## config.mk

```make
export PLATFORM = sky130hd
export DESIGN_NAME = stream_recorder
export DESIGN_NICKNAME = d
export VERILOG_FILES = /design/src/rtl/stream_recorder_pkg.sv /design/src/rtl/recorder_ram.sv /design/src/rtl/stream_recorder.sv
export SDC_FILE = /design/constraint.sdc
export NUM_CORES = 1
export LEC_CHECK = 0
export CAP_MARGIN = 40
export CORE_MARGIN = 4
export CORE_UTILIZATION = 30
export CTS_CLUSTER_DIAMETER = 120
export DETAILED_ROUTE_END_ITERATION = 7
export DONT_BUFFER_PORTS = 1
export GPL_ROUTABILITY_DRIVEN = 0
export PLACE_DENSITY = 0.44
export SYNTH_ARGS = -nofsm -noshare
export SYNTH_HDL_FRONTEND = slang
export SYNTH_HIERARCHICAL = 1
export SYNTH_SLANG_ARGS = --single-unit
```

## constraint.sdc

```tcl
create_clock -name clock -period 2.89 [get_ports clock]
set_clock_uncertainty 0.2 [all_clocks]
set_input_delay 0.7225 -clock clock [delete_from_list [all_inputs] [get_ports clock]]
set_output_delay 0.7225 -clock clock [all_outputs]
set_load 0.01 [all_outputs]
```

## src/rtl/stream_recorder_pkg.sv

```systemverilog
// stream_recorder_pkg: shared types and width helpers for the stream recorder.
//   rec_state_e - recorder control states
//   ptr_width   - buffer address width for a given depth
//   cnt_width   - occupancy counter width (must represent 0..depth)
package stream_recorder_pkg;

   typedef enum logic [1:0] {
      StIdle    = 2'd0,
      StArmed   = 2'd1,
      StCapture = 2'd2,
      StReadout = 2'd3
   } rec_state_e;

   function automatic int unsigned ptr_width(input int unsigned depth);
      return (depth > 1) ? $clog2(depth) : 1;
   endfunction

   function automatic int unsigned cnt_width(input int unsigned depth);
      return $clog2(depth) + 1;
   endfunction

endpackage

```

## src/rtl/recorder_ram.sv

```systemverilog
// recorder_ram: DEPTH x WIDTH simple dual-port RAM, synchronous write, registered read.
//   clock   - write and read clock
//   rst     - synchronous reset of the read data register only
//   wr_en   - write strobe; wr_data stored at wr_addr
//   rd_en   - read strobe; mem[rd_addr] appears on rd_data after the edge
//   rd_data - registered read word, holds its value between reads
module recorder_ram
   import stream_recorder_pkg::*;
#(
   parameter int unsigned WIDTH = 4,
   parameter int unsigned DEPTH = 16,
   localparam int unsigned AW = ptr_width(DEPTH)
) (
   input  logic             clock,
   input  logic             rst,
   input  logic             wr_en,
   input  logic [AW-1:0]    wr_addr,
   input  logic [WIDTH-1:0] wr_data,
   input  logic             rd_en,
   input  logic [AW-1:0]    rd_addr,
   output logic [WIDTH-1:0] rd_data
);

   logic [WIDTH-1:0] mem [DEPTH];

   always_ff @(posedge clock) begin
      if (wr_en) begin
         mem[wr_addr] <= wr_data;
      end
   end

   always_ff @(posedge clock) begin
      if (rst) begin
         rd_data <= '0;
      end else if (rd_en) begin
         rd_data <= mem[rd_addr];
      end
   end

endmodule

```

## src/rtl/stream_recorder.sv

```systemverilog
// stream_recorder: arm / trigger / capture / readout recorder for a valid-qualified word stream.
//   clock, rst           - single clock, synchronous active-high reset
//   arm                  - pulse; starts a capture session from IDLE
//   trigger              - level; starts capture while ARMED
//   stop                 - pulse; ends capture
//   cap_valid, cap_data  - sample strobe and value
//   rd_en                - read request during READOUT
//   rd_data, rd_valid    - registered read word and its one-cycle strobe
//   count                - entries held (0..DEPTH)
//   busy, done           - ARMED/CAPTURE and READOUT indicators
//   overflow             - sticky; an entry was overwritten in circular mode
module stream_recorder
   import stream_recorder_pkg::*;
#(
   parameter int unsigned WIDTH = 4,
   parameter int unsigned DEPTH = 16,
   parameter int unsigned WRAP  = 0,
   localparam int unsigned PW = ptr_width(DEPTH),
   localparam int unsigned CW = cnt_width(DEPTH)
) (
   input  logic             clock,
   input  logic             rst,
   input  logic             arm,
   input  logic             trigger,
   input  logic             stop,
   input  logic             cap_valid,
   input  logic [WIDTH-1:0] cap_data,
   input  logic             rd_en,
   output logic [WIDTH-1:0] rd_data,
   output logic             rd_valid,
   output logic [CW-1:0]    count,
   output logic             busy,
   output logic             done,
   output logic             overflow
);

   localparam logic [CW-1:0] Full = CW'(DEPTH);

   rec_state_e    state_q, state_d;
   logic [PW-1:0] wr_ptr_q, wr_ptr_d;
   logic [PW-1:0] rd_ptr_q, rd_ptr_d;
   logic [CW-1:0] count_q, count_d;
   logic          overflow_q, overflow_d;
   logic          rd_valid_q, rd_valid_d;
   logic          ram_wr, ram_rd;

   always_comb begin
      state_d    = state_q;
      wr_ptr_d   = wr_ptr_q;
      rd_ptr_d   = rd_ptr_q;
      count_d    = count_q;
      overflow_d = overflow_q;
      rd_valid_d = 1'b0;
      ram_wr     = 1'b0;
      ram_rd     = 1'b0;

      unique case (state_q)
         StIdle: begin
            if (arm) begin
               state_d    = StArmed;
               wr_ptr_d   = '0;
               rd_ptr_d   = '0;
               count_d    = '0;
               overflow_d = 1'b0;
            end
         end
         StArmed, StCapture: begin
            // The trigger cycle is treated as the first capture cycle.
            if (state_q == StCapture || trigger) begin
               if (cap_valid && (WRAP != 0 || count_q != Full)) begin
                  ram_wr   = 1'b1;
                  wr_ptr_d = wr_ptr_q + 1'b1;
                  if (count_q == Full) begin
                     // Circular mode: drop the oldest entry.
                     rd_ptr_d   = rd_ptr_q + 1'b1;
                     overflow_d = 1'b1;
                  end else begin
                     count_d = count_q + 1'b1;
                  end
               end
               if (stop) begin
                  state_d = StReadout;
               end else if (WRAP == 0 && count_d == Full) begin
                  state_d = StReadout;
               end else begin
                  state_d = StCapture;
               end
            end
         end
         StReadout: begin
            // Leaving only once empty gives the last word's rd_valid its cycle.
            if (count_q == '0) begin
               state_d = StIdle;
            end else if (rd_en) begin
               ram_rd     = 1'b1;
               rd_valid_d = 1'b1;
               rd_ptr_d   = rd_ptr_q + 1'b1;
               count_d    = count_q - 1'b1;
            end
         end
         default: state_d = StIdle;
      endcase
   end

   always_ff @(posedge clock) begin
      if (rst) begin
         state_q    <= StIdle;
         wr_ptr_q   <= '0;
         rd_ptr_q   <= '0;
         count_q    <= '0;
         overflow_q <= 1'b0;
         rd_valid_q <= 1'b0;
      end else begin
         state_q    <= state_d;
         wr_ptr_q   <= wr_ptr_d;
         rd_ptr_q   <= rd_ptr_d;
         count_q    <= count_d;
         overflow_q <= overflow_d;
         rd_valid_q <= rd_valid_d;
      end
   end

   recorder_ram #(
      .WIDTH(WIDTH),
      .DEPTH(DEPTH)
   ) u_ram (
      .clock  (clock),
      .rst    (rst),
      .wr_en  (ram_wr),
      .wr_addr(wr_ptr_q),
      .wr_data(cap_data),
      .rd_en  (ram_rd),
      .rd_addr(rd_ptr_q),
      .rd_data(rd_data)
   );

   assign rd_valid = rd_valid_q;
   assign count    = count_q;
   assign overflow = overflow_q;
   assign busy     = (state_q == StArmed) || (state_q == StCapture);
   assign done     = (state_q == StReadout);

endmodule

```

; ---- After elaboration in Yosys (flattened, before gate mapping)
; Memories as Yosys holds them, arrays and structs flattened. A register that Yosys moved wholly into a read port is not among the register bits.
; Index checks and enable logic that the tools add are counted.
[word_totals]
ramBits = 64
out_inout_bits = 13
memories = 1
reg_bits = 17
in_bits = 11
[memory_table]
columns = memory, depth, width, read_ports, rd_ports_with_merged_regs, write_ports, line_no
row1 = u_ram.mem, 16, 4, 1, 1, 1, recorder_ram.sv:24  ; logic [WIDTH-1:0] mem [DEPTH];
[op_classes]
mux = 38
n_eq_ne = 13
reduce_logical = 12
n_addsub = 4
[op_table]
columns = op, n
row1 = $mux 5, 8
row2 = $mux 4, 8
row3 = $pmux 5 s3, 1
row4 = $mux 1, 14
row5 = $ne 2x2->1 const B, 6
row6 = $pmux 4 s3, 1
row7 = $eq 5x5->1 const B, 2
row8 = $add 4x1->4 const B, 2
row9 = $pmux 4 s2, 1
row10 = $reduce_and 4->1, 2
row11 = $mux 2, 3
row12 = $pmux 2 s3, 1
row13 = $reduce_and 6->1, 1
row14 = $add 5x1->5 const B, 1
row15 = $logic_not 5->1, 1
row16 = $ne 5x5->1 const B, 1
row17 = $reduce_and 5->1, 1
row18 = $sub 5x1->5 const B, 1
row19 = $eq 2x2->1 const B, 2
row20 = $reduce_and 3->1, 1
row21 = $eq 2x1->1 const B, 1
row22 = $logic_not 2->1, 1
row23 = $logic_or 1x1->1, 2
row24 = $ne 2x1->1 const B, 1
row25 = 4 further kinds, 4

; ---- Longest topological paths before layout
[logic_depth]
ltp_word = 10
depth_mapped = 9
depth_no_buf = 9

; ---- By module
; The synthesis kept the hierarchy.
[by_module_without_submodules]
columns = mod, cells_per_inst, area_each_um2, instances
row1 = recorder_ram, 177, 2746.4, 1
row2 = stream_recorder, 151, 1251.2, 1

; ---- Worst setup path after synthesis
; OpenSTA, ideal clock, no wires.
[synth_path]
path_type = reg-to-reg
start = register state_q[1]
end = memory u_ram.mem[0][0], enable pin
setup_slack_ns = -0.040
setup_time_ns = 0.361
required_ns = 2.329
stages_incl_launch_ff = 8
t_arrival_ns = 2.369
path_cell_list = dfxtp_1 > inv_1 > ha_1 > clkbuf_1 > clkbuf_1 > o2111a_1 > or3b_2 > nor3_1
[synth_between]
elab_chain_len = 6
elab_cells_between_ends = 8
classes_between = eq/ne: 2 / mux: 4 / reduce/logical: 2
[synth_lines]
columns = element, line_no
row1 = start: declaration, stream_recorder.sv:39  ; rec_state_e state_q, state_d;
row2 = start signal: assignment, stream_recorder.sv:107  ; state_q <= StIdle;
row3 = start signal: assignment, stream_recorder.sv:114  ; state_q <= state_d;
row4 = $eq 2x2->1, "stream_recorder.sv:57, stream_recorder.sv:69"
row5 = $logic_or 1x1->1, stream_recorder.sv:69  ; if (state_q == StCapture || trigger) begin
row6 = $mux 1, stream_recorder.sv:69
row7 = $mux 1 *, stream_recorder.sv:57  ; unique case (state_q)
row8 = named net ram_wr, stream_recorder.sv:45  ; logic ram_wr, ram_rd;
row9 = $mux 1 *, recorder_ram.sv:27  ; if (wr_en) begin
row10 = $mux 1 (not written as such) *, recorder_ram.sv:28  ; mem[wr_addr] <= wr_data;
row11 = end: declaration, recorder_ram.sv:24
; Mark *: on every way through the listed nets, which the timed path passes. The rest lies on a longest branch.

; ---- Worst setup path after layout
[layout_path]
start = register state_q[0]
end = register wr_ptr_q[1]
[layout_between]
elab_chain_len = 4
elab_cells_between_ends = 11
classes_between = eq/ne: 5 / mux: 1 / reduce/logical: 5
[layout_lines]
columns = element, line_no
row1 = $eq 2x1->1 / $eq 2x2->1 (equally long branches), "stream_recorder.sv:57, stream_recorder.sv:69"
row2 = $reduce_or 2->1 / $logic_or 1x1->1 (equally long branches), "stream_recorder.sv:57, stream_recorder.sv:69"
row3 = $ne 2x2->1 (no source line) / $reduce_bool 2->1 (equally long branches), --
row4 = $reduce_and 4->1 (no source line), --
row5 = end signal: assignment, stream_recorder.sv:115  ; wr_ptr_q <= wr_ptr_d;
row6 = end: declaration, stream_recorder.sv:40  ; logic [PW-1:0] wr_ptr_q, wr_ptr_d;
; Parallel ways exist; a longest one is shown, timed or not.
; A chain may end at the register's enable or synchronous reset.

==> run summary <==
Site Rows: 41
Area share of the largest cell type after synthesis: 48.08%
Worst hold start: rst
Crit path launch: state_q[0]
CP endpoint kind: flip-flop
Worst EP required: 2.93 ns
RSZ-0062 raised after global routing: no
Clock Sinks: 85
First-pass GRT wire length: 15,120 µm
Number of global-route vias before repair: 2,591
Async S/R FF share, synth: 0%
Largest area contributor in the netlist: edfxtp_1
Fin util: 35.38%
Die area: 0.01524 mm²
Largest net degree at the start of global routing: 25
Switching Fraction: 31.91%
Via density: 5.146
Setup CP Type: flip-flop to flip-flop
Port buffer count: 0
Crit Path Max Fanout: 10
Synthesis-stage register bit count: 85
Share of cells above drive strength 1: 12.54%
Post-synthesis cell area: 0.003998 mm²
Critical path startpoint category: flip-flop
Launch point of the worst reg-to-reg path: state_q[0]
Slew Limit Fails: 0
Most common library cells after synthesis: edfxtp_1, mux2i_1, nor2_1
Initial DRT Pass Iterations: 6
Drt drc: 0
Nets: 357
# setup viols final: 0
Hold slack: 0.2354 ns
# hold bufs at CTS: 0
Internal power component: 2.426 mW
Arrival time worst endpoint: 2.61 ns
Clock buffer depth: 2
FMAX: 389.4 MHz
Die W: 123.4 µm
Register share of total power: 40.3%
Most used DFF post-synth: edfxtp_1
Syn. warnings: 6
# resized after CTS: 0
TritonCTS clock tree: yes
Pwr dens: 785.3 mW/mm²
Antenna diodes: 0
CTS buffer count: 9
Comb pwr share: 26.5%
Min-delay worst type: input pin to flip-flop
Outcome: completed
Clock Power Share: 33.3%
LEAKAGE: 1.435 nW
Vias: 2,650
Slew margin rel.: 55.09%
H-Tree Depth: 3
Initial Util: 31.17%
Least-Margin Pin Slew: 0.6712 ns
Number of flops mapped to enable cells by yosys: 64
Global-route usage over all layers: 13.60%
Final wirelength: 9426 µm
Most frequent cell after synthesis: edfxtp_1
Hold Vio Cnt, Final: 0
Remaining global-route overflow: 0
Clock Latency Late Sink: 0.35 ns
DRT antenna net count: 0
Max-cap viol count: 0
# IOs: 24
Sequential share of the synthesized area: 58.59%
Synth-to-layout area growth: 13.49%
Maximum VDD drop: 0.3472 mV
Library cells used by synthesis: 58
Final min period: 2.568 ns
Sum of negative setup slack: 0 ns
Post-Syn Nets: 347
Psw: 1.137 mW
Final worst path period share: 88.85%
Synth area leaders: edfxtp_1, dfxtp_1, mux2i_1, ha_1, nor2_1
Clk root buf: clkbuf_16
Die height: 123.4 µm
Post-Syn Instances: 328
Final total power: 3.563 mW
DR iter-0 viols: 246
Avg WL per Cell: 18.30 µm
Detailed Place HPWL: 6708 µm
Placeable Area: 0.01282 mm²
Synthesized area per cell: 12.19 µm²
Post-CTS setup buffers: 0
Clock slew at reported path FFs: 0.07 ns
Antenna violations before repair: 0
metrics by stage:
step	cells	area [µm²]	setup WS, ns
floorplan	328	4003	0.1016
global placement	498	4213	0.4489
detailed placement	499	4233	0.3732
CTS	515	4537	0.3186
global route	515	4537	0.1402
finish	515	4537	0.3221
cells in the final DEF, fill, tap and decap left out, drive strengths merged, types with 3 or more instances in the layout:
master / Yosys / routed
ha: 8 / 8
nand3b: 3 / 3
o31ai: 4 / 4
nor2b: 6 / 6
mux2i: 37 / 37
nor3b: 3 / 3
a31oi: 5 / 5
nor2: 25 / 25
nand2: 24 / 24
or4: 4 / 4
nand3: 13 / 13
a22oi: 11 / 11
and3b: 3 / 3
nand4: 6 / 6
buf: 8 / 15
a21oi: 13 / 13
clkbuf: 8 / 9
edfxtp: 64 / 64
nand2b: 5 / 5
nor3: 8 / 8
dfxtp: 21 / 21
inv: 11 / 14
o21ai: 7 / 7
metal layers:
layer  share of wire, %  global-route usage, %  vias to the layer above
met2                 45                  19.84                       61
met5                  0                      0                        -
met4                2.1                  6.159                        0
li1                   -                      -                     1264
met1                 49                  19.35                     1311
met3                4.3                  2.836                       14
state kept, by name, summed over array words and instances (netlist names):
| name | count |
|---|---|
| count | 5 |
| overflow | 1 |
| rd_ptr_q | 4 |
| rd_valid | 1 |
| state_q | 2 |
| u_ram/mem | 64 |
| u_ram/rd_data | 4 |
| wr_ptr_q | 4 |
worst max-delay path, cell delays in order, from the launching register on:
cell     delay (ns)
dfxtp_1        0.36
inv_1          0.09
ha_1           0.34
buf_4          0.17
nor3b_1        0.56
or2_1          0.38
nor2_1         0.12
o32ai_1        0.24
power by group through the flow:
stage	registers (mW)	clock network [mW]	logic, mW
4_1_cts	1.43	1.21	0.944
5_1_grt	1.44	1.27	1.05
3_5_place_dp	1.46	0	0.938
3_3_place_gp	1.46	0	0.923
6_report	1.43	1.19	0.943
2_1_floorplan	1.46	0	0.663
cell families after synthesis:
kind of cell / count (synthesis) / synth area share [%]
compound gates: 55 / 9.828
xor+xnor: 1 / 0.2191
fa+ha+maj: 8 / 2.504
buf+inv: 27 / 3.818
flops: 85 / 58.59
mux: 37 / 9.265
simple gates: 115 / 15.78
layout make-up:
cell class / instances / area, µm²
inverter: 11 / 41.29
tap: 172 / 215.2
fill: 1271 / 8288
timing repair buffer: 15 / 125.1
clock buffer: 9 / 225.2
clock inverter: 7 / 78.83
sequential: 85 / 2344
multi-input combinational: 216 / 1508
final timing paths:
check                           cells past startpoint  slack [ns]          end
worst max-delay path                                7        0.32  wr_ptr_q[1]
worst min-delay path                                1        0.24     count[1]
worst max register to register                      7        0.32  wr_ptr_q[1]
worst min register to register                      2        0.32  rd_ptr_q[1]
Power figures use the tool's default switching activity.
